--- src/rtl/pwm_pkg.sv ---
// pwm_pkg: definitions shared by the PWM generator and the PWM capture block.
//   cap_state_e  capture FSM state (SEEK, ACTIVE, INACTIVE)
//   CNT_W_DEF    default width of the duty/period counters
//   TMO_CYC_DEF  default stuck-input timeout in clk cycles; this is longer
//                than the 2 ms maximum PWM period at 262.144 MHz
package pwm_pkg;

  localparam int CNT_W_DEF   = 24;
  localparam int TMO_CYC_DEF = 1048575;

  typedef enum logic [1:0] {
    SEEK,
    ACTIVE,
    INACTIVE
  } cap_state_e;

endpackage

--- src/rtl/pwm_glitch_filter.sv ---
// pwm_glitch_filter: synchronises an asynchronous input and removes short glitches.
// The output follows the input only after FILT_LEN consecutive synchronised
// samples that differ from the current output. The delay from an input edge
// to the output edge is SYNC_STAGES+FILT_LEN clk cycles.
//   clk   system clock
//   rsn   asynchronous reset, active high; clears the synchroniser and output
//   din   asynchronous input
//   dout  filtered level, in the clk domain
module pwm_glitch_filter #(
  parameter int SYNC_STAGES = 2,  // minimum 2
  parameter int FILT_LEN    = 4   // 1..15
) (
  input  logic clk,
  input  logic rsn,
  input  logic din,
  output logic dout
);

  logic [SYNC_STAGES-1:0] sync_q;
  logic [3:0]             run_cnt;
  logic                   smp;

  assign smp = sync_q[SYNC_STAGES-1];

  // NOTE: flops are written with <= so each stage samples the old value of
  // the stage before it, which is what makes this a shift chain.
  always_ff @(posedge clk or posedge rsn) begin
    if (rsn) sync_q <= '0;
    else     sync_q <= {sync_q[SYNC_STAGES-2:0], din};
  end

  // run_cnt counts consecutive samples that disagree with dout. One sample
  // that agrees with dout restarts the count, so pulses shorter than
  // FILT_LEN samples never reach the output.
  always_ff @(posedge clk or posedge rsn) begin
    if (rsn) begin
      run_cnt <= '0;
      dout    <= 1'b0;
    end else if (smp == dout) begin
      run_cnt <= '0;
    end else if (run_cnt == 4'(FILT_LEN - 1)) begin
      run_cnt <= '0;
      dout    <= smp;
    end else begin
      run_cnt <= run_cnt + 4'd1;
    end
  end

endmodule

--- src/rtl/pwm_capture.sv ---
// pwm_capture: measures an external PWM waveform in the clk domain.
// Once per period it publishes the active time and the period as clk-cycle
// counts. An input with no edges for TMO_CYC cycles is reported as stuck.
//   clk         system clock, 262.144 MHz
//   rsn         asynchronous reset, active high
//   en          capture enable; low returns to SEEK and clears the counters
//   pwm_i       asynchronous PWM input
//   PWM_POL     0 = active level high, 1 = active level low
//   duty_cnt    active cycles in the last complete period
//   period_cnt  cycles between the last two active-start edges
//   meas_vld    one-cycle pulse when the outputs below are updated
//   ovf         a counter saturated during the published period
//   stuck_act   the input was held at the active level until the timeout
//   stuck_idle  the input was held at the idle level until the timeout
module pwm_capture
  import pwm_pkg::*;
#(
  parameter int CNT_W       = CNT_W_DEF,
  parameter int SYNC_STAGES = 2,
  parameter int FILT_LEN    = 4,
  parameter int TMO_CYC     = TMO_CYC_DEF
) (
  input  logic             clk,
  input  logic             rsn,
  input  logic             en,
  input  logic             pwm_i,
  input  logic             PWM_POL,
  output logic [CNT_W-1:0] duty_cnt,
  output logic [CNT_W-1:0] period_cnt,
  output logic             meas_vld,
  output logic             ovf,
  output logic             stuck_act,
  output logic             stuck_idle
);

  localparam int               TMO_W    = $clog2(TMO_CYC + 1);
  localparam logic [TMO_W-1:0] TMO_FULL = TMO_W'(TMO_CYC);
  localparam logic [TMO_W-1:0] TMO_LAST = TMO_W'(TMO_CYC - 1);
  localparam logic [CNT_W-1:0] CNT_MAX  = '1;
  localparam logic [CNT_W-1:0] CNT_ONE  = CNT_W'(1);

  logic             filt, filt_q, pol_q;
  logic             fedge, act, start_e, end_e, pol_chg, tmo_hit;
  logic             pub, stuck;
  cap_state_e       state_q, state_d;
  logic [CNT_W-1:0] act_cnt_q, act_cnt_d, per_cnt_q, per_cnt_d;
  logic [TMO_W-1:0] tmo_q, tmo_d;

  function automatic logic [CNT_W-1:0] sat_inc(input logic [CNT_W-1:0] v);
    return (v == CNT_MAX) ? v : v + CNT_ONE;
  endfunction

  pwm_glitch_filter #(
    .SYNC_STAGES(SYNC_STAGES),
    .FILT_LEN   (FILT_LEN)
  ) u_filt (
    .clk (clk),
    .rsn (rsn),
    .din (pwm_i),
    .dout(filt)
  );

  // Edges are taken on the filtered level itself, so a change of PWM_POL
  // flips act without creating an edge. The polarity change is caught
  // separately by comparing PWM_POL with its registered copy.
  assign fedge   = filt ^ filt_q;
  assign act     = filt ^ PWM_POL;
  assign start_e = fedge & act;
  assign end_e   = fedge & ~act;
  assign pol_chg = PWM_POL ^ pol_q;
  // The timeout fires on the cycle tmo_q would step to TMO_CYC. Once tmo_q
  // holds at TMO_CYC there are no further pulses until an edge clears it.
  // An edge in the same cycle suppresses the timeout.
  assign tmo_hit = ~fedge & (tmo_q == TMO_LAST);

  // NOTE: every variable gets a default before the case, so no path through
  // this block leaves one unassigned and no latch is inferred.
  always_comb begin
    state_d   = state_q;
    act_cnt_d = act_cnt_q;
    per_cnt_d = per_cnt_q;
    tmo_d     = tmo_q;
    pub       = 1'b0;
    stuck     = 1'b0;
    if (!en || pol_chg) begin
      state_d   = SEEK;
      act_cnt_d = '0;
      per_cnt_d = '0;
      tmo_d     = '0;
    end else begin
      if (fedge)                 tmo_d = '0;
      else if (tmo_q != TMO_FULL) tmo_d = tmo_q + TMO_W'(1);

      unique case (state_q)
        SEEK: begin
          if (start_e) begin
            state_d   = ACTIVE;
            act_cnt_d = CNT_ONE;
            per_cnt_d = CNT_ONE;
          end
        end
        ACTIVE: begin
          per_cnt_d = sat_inc(per_cnt_q);
          if (end_e) state_d   = INACTIVE;
          else       act_cnt_d = sat_inc(act_cnt_q);
        end
        INACTIVE: begin
          if (start_e) begin
            pub       = 1'b1;
            state_d   = ACTIVE;
            act_cnt_d = CNT_ONE;
            per_cnt_d = CNT_ONE;
          end else begin
            per_cnt_d = sat_inc(per_cnt_q);
          end
        end
        default: state_d = SEEK;
      endcase

      if (tmo_hit) begin
        stuck     = 1'b1;
        state_d   = SEEK;
        act_cnt_d = '0;
        per_cnt_d = '0;
      end
    end
  end

  always_ff @(posedge clk or posedge rsn) begin
    if (rsn) begin
      filt_q    <= 1'b0;
      pol_q     <= 1'b0;
      state_q   <= SEEK;
      act_cnt_q <= '0;
      per_cnt_q <= '0;
      tmo_q     <= '0;
    end else begin
      filt_q    <= filt;
      pol_q     <= PWM_POL;
      state_q   <= state_d;
      act_cnt_q <= act_cnt_d;
      per_cnt_q <= per_cnt_d;
      tmo_q     <= tmo_d;
    end
  end

  // The outputs hold between publishes. A normal publish and a timeout never
  // happen in the same cycle: one needs an edge and the other needs none.
  always_ff @(posedge clk or posedge rsn) begin
    if (rsn) begin
      duty_cnt   <= '0;
      period_cnt <= '0;
      meas_vld   <= 1'b0;
      ovf        <= 1'b0;
      stuck_act  <= 1'b0;
      stuck_idle <= 1'b0;
    end else begin
      meas_vld <= pub | stuck;
      if (pub) begin
        duty_cnt   <= act_cnt_q;
        period_cnt <= per_cnt_q;
        ovf        <= (act_cnt_q == CNT_MAX) | (per_cnt_q == CNT_MAX);
        stuck_act  <= 1'b0;
        stuck_idle <= 1'b0;
      end else if (stuck) begin
        duty_cnt   <= '0;
        period_cnt <= '0;
        ovf        <= 1'b0;
        stuck_act  <= act;
        stuck_idle <= ~act;
      end
    end
  end

endmodule

--- config.mk ---
export PLATFORM = sky130hd
export DESIGN_NAME = pwm_capture
export DESIGN_NICKNAME = d
export VERILOG_FILES = /design/src/rtl/pwm_pkg.sv /design/src/rtl/pwm_glitch_filter.sv /design/src/rtl/pwm_capture.sv
export SDC_FILE = /design/constraint.sdc
export NUM_CORES = 1
export LEC_CHECK = 0
export CORE_MARGIN = 2
export CORE_UTILIZATION = 58
export CTS_BUF_LIST = sky130_fd_sc_hd__clkbuf_16
export CTS_CLUSTER_DIAMETER = 150
export DETAILED_ROUTE_END_ITERATION = 7
export HOLD_SLACK_MARGIN = 0.02
export PLACE_DENSITY = 0.89
export SYNTH_ARGS = -nofsm -noshare
export SYNTH_HDL_FRONTEND = slang
export SYNTH_SLANG_ARGS = --single-unit
--- constraint.sdc ---
create_clock -name clk -period 5 [get_ports clk]
set_clock_uncertainty 0.05 [all_clocks]
set_input_delay 1 -clock clk [delete_from_list [all_inputs] [get_ports clk]]
set_output_delay 1 -clock clk [all_outputs]
set_load 0.02 [all_outputs]
==> results of run 1 <==
worst max-delay path: cells and delay by family:
family | cells | cell delay [ns]
buf+inv | 1 | 0.78
compound gates | 2 | 0.42
simple gates | 4 | 1.65
worst paths after layout:
check	start	end	cells past startpoint
setup / recovery	PWM_POL	per_cnt_q[10]$_DFFE_PP0P_	7
hold / removal	u_filt.sync_q[0]$_DFF_PP0_	u_filt.sync_q[1]$_DFF_PP0_	0
setup reg to reg	state_q[1]$_DFFE_PP0P_	per_cnt_q[10]$_DFFE_PP0P_	8
hold reg to reg	u_filt.sync_q[0]$_DFF_PP0_	u_filt.sync_q[1]$_DFF_PP0_	0
max in group asynchronous	rsn	per_cnt_q[8]$_DFFE_PP0P_	3
min in group asynchronous	rsn	tmo_q[4]$_DFFE_PP0P_	2
flip-flops by register name, summed over array words and instances (netlist names), 2 cells and up:
signal and flops:
per_cnt_q 24, period_cnt 24, u_filt.sync_q 2, act_cnt_q 24, tmo_q 20, state_q 2
duty_cnt 24, u_filt.run_cnt 4
Yosys cell counts, types with 10 or more instances:
library cell  instances
dfrtp_1             131
nor2_1               70
a22o_1               49
nand2_1              42
nand3_1              36
clkbuf_1             30
nand4_1              22
o21ai_0              22
xor2_1               19
a21oi_1              18
and3_1               18
o31ai_1              17
a31oi_1              16
nor3_1               15
inv_1                10
routing by layer:
| metal | wire length (µm) | global-route usage, % | vias up |
|---|---|---|---|
| li1 | - | - | 2498 |
| met1 | 6500 | 38.0 | 2616 |
| met2 | 7410 | 42.8 | 237 |
| met3 | 1000 | 6.10 | 31 |
| met4 | 244 | 8.52 | 0 |
| met5 | 0 | 0 | - |
cells in the final DEF, fill, tap and decap left out, types with 3 or more instances in the layout:
cell / instances
o21ai_0: 22
o22a_1: 6
a41oi_1: 5
xor2_1: 19
nor2_1: 69
buf_4: 6
or4_1: 4
clkinv_1: 4
clkinv_2: 4
a22o_1: 49
clkdlybuf4s50_1: 56
a31oi_1: 16
a211oi_1: 4
or3_1: 5
clkbuf_16: 17
or2_2: 3
and2_1: 6
nand2_1: 42
nand3b_1: 3
dfrtp_1: 131
inv_1: 11
o211ai_1: 3
nand3_1: 36
ha_1: 9
nor4_1: 7
and3_1: 17
and4_1: 7
o31ai_1: 17
xnor2_1: 9
nor3_1: 15
nand4_1: 22
a21oi_1: 18
clkinvlp_4: 3
a21o_1: 4
power groups by stage:
stage	clock network (mW)	registers [mW]	logic [mW]
4_1_cts	1.17	1.13	0.256
3_3_place_gp	0	1.15	0.238
3_5_place_dp	0	1.15	0.252
2_1_floorplan	0	1.13	0.219
5_1_grt	1.21	1.14	0.287
6_report	1.16	1.13	0.258
cell families (layout without fill, tap and decap cells):
logic type | count (synthesis) | in the layout | synth area share, %
AO/OA/AOI/OAI | 168 | 168 | 19.6
buffers and inverters | 47 | 104 | 2.93
multiplexers | 3 | 3 | 0.508
adder cells (fa/ha/maj) | 9 | 9 | 1.76
AND/OR/NAND/NOR | 252 | 252 | 20.1
XOR/XNOR | 28 | 28 | 3.83
flip-flops | 131 | 131 | 51.2
final cells by class:
class | count | area [µm²] | area share [%]
Multi-Input combinational cell | 460 | 2940 | 38.8
Inverter | 10 | 40.0 | 0.527
Tap cell | 140 | 175 | 2.31
Timing Repair Buffer | 62 | 606 | 7.98
Clock buffer | 17 | 425 | 5.60
Sequential cell | 131 | 3280 | 43.2
Clock inverter | 15 | 125 | 1.65
==> run_results.csv, run 1 <==
group,metric,value,unit
placed_design,gp_congestion,0.893,
global_route,grt_pass1_vias,5051,
cts,clockBufferDepth,2,
sta,setup_ws,1.41,ns
critical_path,slowest_delay,0.78,ns
placed_design,dpl_worst_slack,1.07,ns
synth,synth.top_cell.area_share,51.2,%
cts,cts_max_level,4,
cts,post_cts_resized,0,
route,vias,5382,
sta,grt_setup_unrepaired,"no",
sta,setup_viol,0,
route,drc_errors,0,
route,viasPerCell,6.45,
synth,synthTopCellsByArea,"dfrtp_1, a22o_1, nor2_1, nand3_1, xor2_1",
run,max-cap-violations,0,
placed_design,dpl_cell_area,7040,µm²
critical_path,crit_path_frequent_cell,"a31oi_1",
synth,synth_area,6400,µm²
sta,finalHoldViolCount,0,
synth,synthCells,638,
power_and_ir_drop,p_comb_share,10.1,%
cts,clkTransAtPathRegs,0.05,ns
placed_design,io_buffers,56,
cells_and_area,nFillCells,770,
hold_path,worst_hold_path_type,"flop to flop",
synth,async_flop_share,100,%
floorplanning,die_y,109,µm
floorplanning,die_w,109,µm
cells_and_area,final_area,7590,µm²
cells_and_area,drive_above_1_share,7.19,%
cells_and_area,antenna_cells,0,
floorplanning,io_pins,57,
synth,yosysTopAreaCell,"dfrtp_1",
power_and_ir_drop,p_int,1.89,mW
floorplanning,core,10800,µm²
global_route,grt_usage,27.3,%
placed_design,placed_cells,803,
placed_design,dp_hpwl,9830,µm
power_and_ir_drop,swShare,25.9,%
cts,cts_root_buf,"clkbuf_16",
cells_and_area,fin_cells,835,
power_and_ir_drop,p_leak,3.26,nW
synth,synth_fp_nets,652,
cts,cts_tree,"done",
synth,avgSynthCellArea,10.0,µm²
global_route,antenna_found_initial,0,
route,drtIter0Drc,545,
floorplanning,dieArea,11900,µm²
cts,numCtsBuffers,17,
power_and_ir_drop,finalPower,2.55,mW
route,routed_wl,15200,µm
power_and_ir_drop,clockPowerShare,45.4,%
critical_path,crit_path_start_kind,"primary input",
cells_and_area,nets,696,
critical_path,critPathMaxFanout,14,
sta,fmaxAchievable,278,MHz
power_and_ir_drop,ir_worst_vdd,240,µV
critical_path,endpoint_kind,"flop",
synth,synth-main-ff-cell,"dfrtp_1",
cells_and_area,final_util,70.3,%
cells_and_area,syn_to_final_growth,18.6,%
global_route,grt_max_degree,59,
synth,ys_ff_latch,131,
cts,cts_setup_buffers,0,
critical_path,required,5.27,ns
sta,drv_slew,0,
critical_path,crit_type,"primary input to flop",
sta,finalCritPeriodShare,71.8,%
sta,worst_slew_margin_rel,15.9,%
sta,tightest_slew,1.25,ns
critical_path,r2r_setup_slack,1.83,ns
sta,setup-tns-final,0,ns
floorplanning,initial_utilization,59.3,%
cts,clock-sinks,131,
critical_path,worstPathArrival,3.86,ns
synth,synth_warnings,0,
critical_path,cp_slowest_cell,"clkdlybuf4s50_1",
run_status,status,"finished, final reports clean",
route,antenna_left,0,
synth,synth_edf_count,0,
sta,fin_crit,3.59,ns
sta,whs,0.306,ns
synth,seq_area_frac_synth,51.2,%
global_route,grt.overflow.total,0,
power_and_ir_drop,seqPwrFrac,44.5,%
route,first_pass_iters,5,
power_and_ir_drop,powerDensity,336,nW/µm²
cts,cts_hold_buf,0,
power_and_ir_drop,p_sw,0.660,mW
critical_path,worstPathCellList,"clkdlybuf4s50_1, nor4b_1, nor4_1, nand2_1, nor2_1, a31oi_1, a31oi_1",
cts,clk_latency,0.41,ns
route,wire_per_inst,18.2,µm
global_route,grt_pass1_wl,25200,µm
floorplanning,rows,38,
synth,ys_types,62,
No activity file was read; power rests on OpenSTA's default activity.
==> run 2, diff against run 1 <==
--- a/config.mk
+++ b/config.mk
@@ -6,12 +6,12 @@
 export NUM_CORES = 1
 export LEC_CHECK = 0
 export CORE_MARGIN = 2
-export CORE_UTILIZATION = 58
+export CORE_UTILIZATION = 52
 export CTS_BUF_LIST = sky130_fd_sc_hd__clkbuf_16
 export CTS_CLUSTER_DIAMETER = 150
 export DETAILED_ROUTE_END_ITERATION = 7
 export HOLD_SLACK_MARGIN = 0.02
-export PLACE_DENSITY = 0.89
+export PLACE_DENSITY = 0.85
 export SYNTH_ARGS = -nofsm -noshare
 export SYNTH_HDL_FRONTEND = slang
 export SYNTH_SLANG_ARGS = --single-unit
==> constraint.sdc (replaced) <==
create_clock -name clk -period 2.94 [get_ports clk]
set_clock_uncertainty 0.05 [all_clocks]
set_input_delay 0.588 -clock clk [delete_from_list [all_inputs] [get_ports clk]]
set_output_delay 0.588 -clock clk [all_outputs]
set_load 0.02 [all_outputs]
==> run 2 against run 1 <==
Compared with the run above: clock-buffer cell count unchanged; combinational power increased by 99%; worst hold slack worse by 0.0072 ns; critical path type is now flop to flop; die area up 11%; design area grew 3.0%; power grew 72%; sequential power grew 69%; critical path depth shrank 1; clock power increased by 70%; largest cell class unchanged; largest power group unchanged; critical endpoint is now act_cnt_q[0]$_DFFE_PP0P_; routed wire length is 0.33% higher; via count increased by 0.46%.
==> run_results.csv, run 2 (synthesis results as in run 1) <==
group,metric,value,unit
sta,setup-tns-final,0,ns
floorplanning,die_w,115,µm
global_route,antenna_found_initial,0,
critical_path,crit_type,"flop to flop",
sta,worst_slew_margin_rel,54.3,%
power_and_ir_drop,ir_worst_vdd,422,µV
critical_path,critPathMaxFanout,9,
cells_and_area,syn_to_final_growth,22.1,%
sta,finalCritPeriodShare,90.8,%
cts,cts_root_buf,"clkbuf_16",
power_and_ir_drop,swShare,25.7,%
power_and_ir_drop,clockPowerShare,44.7,%
floorplanning,initial_utilization,53.3,%
floorplanning,die_y,115,µm
sta,whs,0.299,ns
route,vias,5407,
cells_and_area,fin_cells,864,
route,antenna_left,0,
floorplanning,rows,40,
global_route,grt_pass1_wl,25600,µm
cells_and_area,antenna_cells,0,
cts,clockBufferDepth,2,
global_route,grt_max_degree,132,
critical_path,cp_slowest_cell,"or4_1",
route,drtIter0Drc,503,
placed_design,dpl_worst_slack,0.0284,ns
route,routed_wl,15200,µm
sta,fin_crit,2.67,ns
run,max-cap-violations,0,
power_and_ir_drop,p_int,3.27,mW
sta,drv_slew,0,
power_and_ir_drop,p_sw,1.13,mW
placed_design,dp_hpwl,10300,µm
sta,tightest_slew,0.686,ns
global_route,grt_usage,24.5,%
cts,cts_max_level,4,
route,drc_errors,0,
floorplanning,io_pins,57,
power_and_ir_drop,powerDensity,562,nW/µm²
critical_path,worstPathCellList,"nand4_2, or4_1, o21ai_4, a21oi_2, nor2_1, mux2_2",
critical_path,required,3.19,ns
cts,cts_tree,"done",
critical_path,worstPathArrival,2.92,ns
route,first_pass_iters,5,
power_and_ir_drop,seqPwrFrac,43.6,%
sta,setup_ws,0.272,ns
global_route,grt.overflow.total,0,
cts,numCtsBuffers,17,
sta,fmaxAchievable,375,MHz
cts,cts_hold_buf,0,
critical_path,crit_path_start_kind,"flop",
power_and_ir_drop,p_comb_share,11.7,%
cts,clkTransAtPathRegs,0.05,ns
placed_design,gp_congestion,0.890,
run_status,status,"finished, final reports clean",
sta,grt_setup_unrepaired,"no",
route,wire_per_inst,17.6,µm
floorplanning,core,12000,µm²
route,viasPerCell,6.26,
power_and_ir_drop,p_leak,3.38,nW
cells_and_area,nets,720,
global_route,grt_pass1_vias,5316,
cts,clk_latency,0.42,ns
cells_and_area,final_cell_mix,"dfrtp_1, nor2_1, clkdlybuf4s50_1, a22o_1, nand2_1",
sta,finalHoldViolCount,0,
placed_design,placed_cells,834,
floorplanning,dieArea,13200,µm²
sta,setup_viol,0,
cells_and_area,drive_above_1_share,10.5,%
placed_design,io_buffers,56,
critical_path,endpoint_kind,"flop",
hold_path,worst_hold_path_type,"flop to flop",
cells_and_area,final_util,65.1,%
cts,cts_setup_buffers,0,
cts,clock-sinks,131,
cts,post_cts_resized,0,
critical_path,slowest_delay,0.72,ns
cells_and_area,final_common_cell,"dfrtp_1",
run 2: cell types whose count changed in the layout (fill, tap and decap cells not counted), sizes merged:
cell      delta
clkinvlp     +2
clkinv       -2
inv          -2
buf         +24
run 2: worst max-delay path, delay by kind of cell, from the launching register on:
kind / cells / cell delay [ns]
AO/OA/AOI/OAI: 2 / 0.41
AND/OR/NAND/NOR: 3 / 1.25
flip-flops: 1 / 0.44
multiplexers: 1 / 0.39
run 2: layout make-up:
class / count / area (µm²)
sequential: 131 / 3280
inverter: 10 / 41.3
tap: 147 / 184
fill: 920 / 4200
clock buffer: 17 / 425
clock inverter: 13 / 121
timing repair buffer: 86 / 823
multi-input combinational: 460 / 2940
run 2: power groups by stage:
stage / sequential [mW] / combinational, mW / clock (mW)
6_report: 1.91 / 0.514 / 1.97
5_1_grt: 1.92 / 0.567 / 2.09
4_1_cts: 1.91 / 0.512 / 1.99
3_5_place_dp: 1.94 / 0.510 / 0
3_3_place_gp: 1.94 / 0.484 / 0
2_1_floorplan: 1.91 / 0.372 / 0
run 2: path summary, 6_finish.rpt:
| kind | cells past startpoint | slack [ns] | to | startpoint |
|---|---|---|---|---|
| max | 6 | 0.27 | act_cnt_q[0]$_DFFE_PP0P_ | tmo_q[4]$_DFFE_PP0P_ |
| min | 0 | 0.30 | u_filt.sync_q[1]$_DFF_PP0_ | u_filt.sync_q[0]$_DFF_PP0_ |
| max reg2reg | 6 | 0.27 | act_cnt_q[0]$_DFFE_PP0P_ | tmo_q[4]$_DFFE_PP0P_ |
| min reg2reg | 0 | 0.30 | u_filt.sync_q[1]$_DFF_PP0_ | u_filt.sync_q[0]$_DFF_PP0_ |
| max in group asynchronous | 3 | 1.68 | tmo_q[5]$_DFFE_PP0P_ | rsn |
| min in group asynchronous | 3 | 0.65 | period_cnt[13]$_DFFE_PP0P_ | rsn |
run 2: stage by stage:
stage               power, mW  cell area [µm²]
floorplan                2.29             6400
global placement         2.42             7270
detailed placement       2.45             7270
CTS                      4.42             7820
global route             4.58             7820
finish                   4.39             7820
run 2: per-layer routing:
metal / share of wire [%] / track usage, %
met1: 43 / 32.8
met2: 50 / 39.0
met3: 5.4 / 6.38
met4: 1.3 / 8.19
met5: 0 / 0
==> run 3, diff against run 2 <==
--- a/config.mk
+++ b/config.mk
@@ -6,12 +6,12 @@
 export NUM_CORES = 1
 export LEC_CHECK = 0
 export CORE_MARGIN = 2
-export CORE_UTILIZATION = 52
+export CORE_UTILIZATION = 42
 export CTS_BUF_LIST = sky130_fd_sc_hd__clkbuf_16
 export CTS_CLUSTER_DIAMETER = 150
 export DETAILED_ROUTE_END_ITERATION = 7
 export HOLD_SLACK_MARGIN = 0.02
-export PLACE_DENSITY = 0.85
+export PLACE_DENSITY = 0.73
 export SYNTH_ARGS = -nofsm -noshare
 export SYNTH_HDL_FRONTEND = slang
 export SYNTH_SLANG_ARGS = --single-unit
==> run 3 against run 2 <==
Compared with the run above: first-iteration DRC count shrank 4.4%; fmax barely moved; combinational power grew 1%.
==> run_results.csv, run 3 (synthesis results as in run 1) <==
group,metric,value,unit
run_status,status,"finished, final reports clean",
global_route,met2_usage,30.5,%
power_and_ir_drop,ir_worst_vdd,432,µV
critical_path,r2r_setup_slack,0.27,ns
sta,setup-tns-final,0,ns
cts,clk_latency,0.43,ns
power_and_ir_drop,finalPower,4.46,mW
critical_path,slowest_delay,0.71,ns
floorplanning,rows,45,
critical_path,r2r_cells,6,
floorplanning,die_w,127,µm
cts,clkTransAtPathRegs,0.06,ns
sta,grt_setup_unrepaired,"no",
route,viasPerCell,5.93,
cells_and_area,final_cell_mix,"dfrtp_1, nor2_1, clkdlybuf4s50_1, a22o_1, nand2_1",
sta,tightest_slew,0.645,ns
power_and_ir_drop,p_sw,1.17,mW
hold_path,holdPathStages,0,
sta,finalCritPeriodShare,90.7,%
critical_path,cp_num_buf_inv,0,
placed_design,gp_congestion,0.912,
global_route,top_usage_layer,"met2",
global_route,grt.overflow.total,0,
critical_path,crit_path_start_kind,"flop",
cts,post_cts_resized,0,
run,max-cap-violations,0,
cells_and_area,final_common_cell,"dfrtp_1",
critical_path,cp_num_cells,6,
cells_and_area,drive_above_1_share,11.5,%
floorplanning,die_y,127,µm
global_route,grt_pass1_vias,5313,
critical_path,cp_top_family,"simple AND/OR/NAND/NOR gates",
sta,fin_crit,2.67,ns
critical_path,cp_slowest_cell,"or4_1",
route,first_pass_iters,5,
sta,drv_slew,0,
global_route,grt_use_met1,26.5,%
global_route,grt_pass1_wl,25900,µm
power_and_ir_drop,swShare,26.3,%
power_and_ir_drop,powerDensity,562,nW/µm²
global_route,met3_usage,5.23,%
power_and_ir_drop,p_leak,3.41,nW
critical_path,required,3.20,ns
hold_path,holdCritStartpoint,"u_filt.sync_q[0]$_DFF_PP0_",
critical_path,worstPathCellList,"nand4_2, or4_1, o21ai_4, a21oi_2, nor2_1, mux2_2",
sta,whs,0.298,ns
route,routed_wl,15200,µm
global_route,antenna_found_initial,0,
floorplanning,core,15000,µm²
sta,finalHoldViolCount,0,
floorplanning,dieArea,16200,µm²
power_and_ir_drop,seqPwrFrac,42.9,%
critical_path,worstPathArrival,2.93,ns
sta,worst_slew_margin_rel,56.6,%
power_and_ir_drop,p_comb_share,11.6,%
cts,cts_tree,"done",
sta,fmaxAchievable,375,MHz
cts,cts_hold_buf,0,
global_route,grt_usage,19.6,%
floorplanning,io_pins,57,
cts,clockBufferDepth,2,
critical_path,endpoint_kind,"flop",
route,wire_per_inst,16.6,µm
cells_and_area,nets,726,
global_route,grt_max_degree,37,
floorplanning,initial_utilization,42.6,%
route,antenna_left,0,
cts,clock-sinks,131,
critical_path,crit_type,"flop to flop",
placed_design,dp_hpwl,10600,µm
hold_path,worst_hold_path_type,"flop to flop",
critical_path,timing.rr.start,"tmo_q[4]$_DFFE_PP0P_",
cts,cts_max_level,4,
route,drtIter0Drc,481,
cells_and_area,syn_to_final_growth,23.9,%
route,vias,5411,
cts,cts_root_buf,"clkbuf_16",
route,drc_errors,0,
critical_path,critPathMaxFanout,9,
cts,cts_setup_buffers,0,
cts,numCtsBuffers,17,
power_and_ir_drop,p_int,3.29,mW
placed_design,io_buffers,56,
sta,setup_viol,0,
cells_and_area,antenna_cells,0,
critical_path,crit_path_start,"tmo_q[4]$_DFFE_PP0P_",
power_and_ir_drop,clockPowerShare,45.5,%
[run 3: stage by stage]
stage               util (%)  instances  setup slack, ns  instance area (µm²)
detailed placement      49.0        881           0.0756                 7360
CTS                     52.7        912            0.303                 7930
finish                  52.7        912            0.273                 7930
global route            52.7        912            0.185                 7930
global placement        49.0        881            0.132                 7360
floorplan                  -        638            0.448                 6400
[run 3: final timing paths]
path	end
hold reg to reg	u_filt.sync_q[1]$_DFF_PP0_
hold / removal	u_filt.sync_q[1]$_DFF_PP0_
max in group asynchronous	u_filt.run_cnt[2]$_DFF_PP0_
setup / recovery	act_cnt_q[0]$_DFFE_PP0P_
setup reg to reg	act_cnt_q[0]$_DFFE_PP0P_
min in group asynchronous	period_cnt[18]$_DFFE_PP0P_
[run 3: power groups by stage]
| stage | clock network, mW | registers [mW] | logic, mW |
|---|---|---|---|
| global route | 2.14 | 1.92 | 0.572 |
| CTS | 2.06 | 1.91 | 0.519 |
| floorplan | 0 | 1.91 | 0.372 |
| global placement | 0 | 1.94 | 0.496 |
| detailed placement | 0 | 1.94 | 0.515 |
| finish | 2.03 | 1.91 | 0.519 |
[run 3: final cells by class]
| type | instances | area [µm²] |
|---|---|---|
| sequential | 131 | 3280 |
| fill | 1278 | 7100 |
| clock inverter | 14 | 139 |
| timing repair buffer | 92 | 868 |
| clock buffer | 17 | 425 |
| inverter | 10 | 41.3 |
| multi-input combinational | 460 | 2940 |
| tap | 188 | 235 |
[run 3: per-layer routing]
layer	part of all wire, %	up-vias
met5	0	-
met4	1.6	0
met3	5.8	26
met2	47	180
met1	46	2660
li1	-	2545
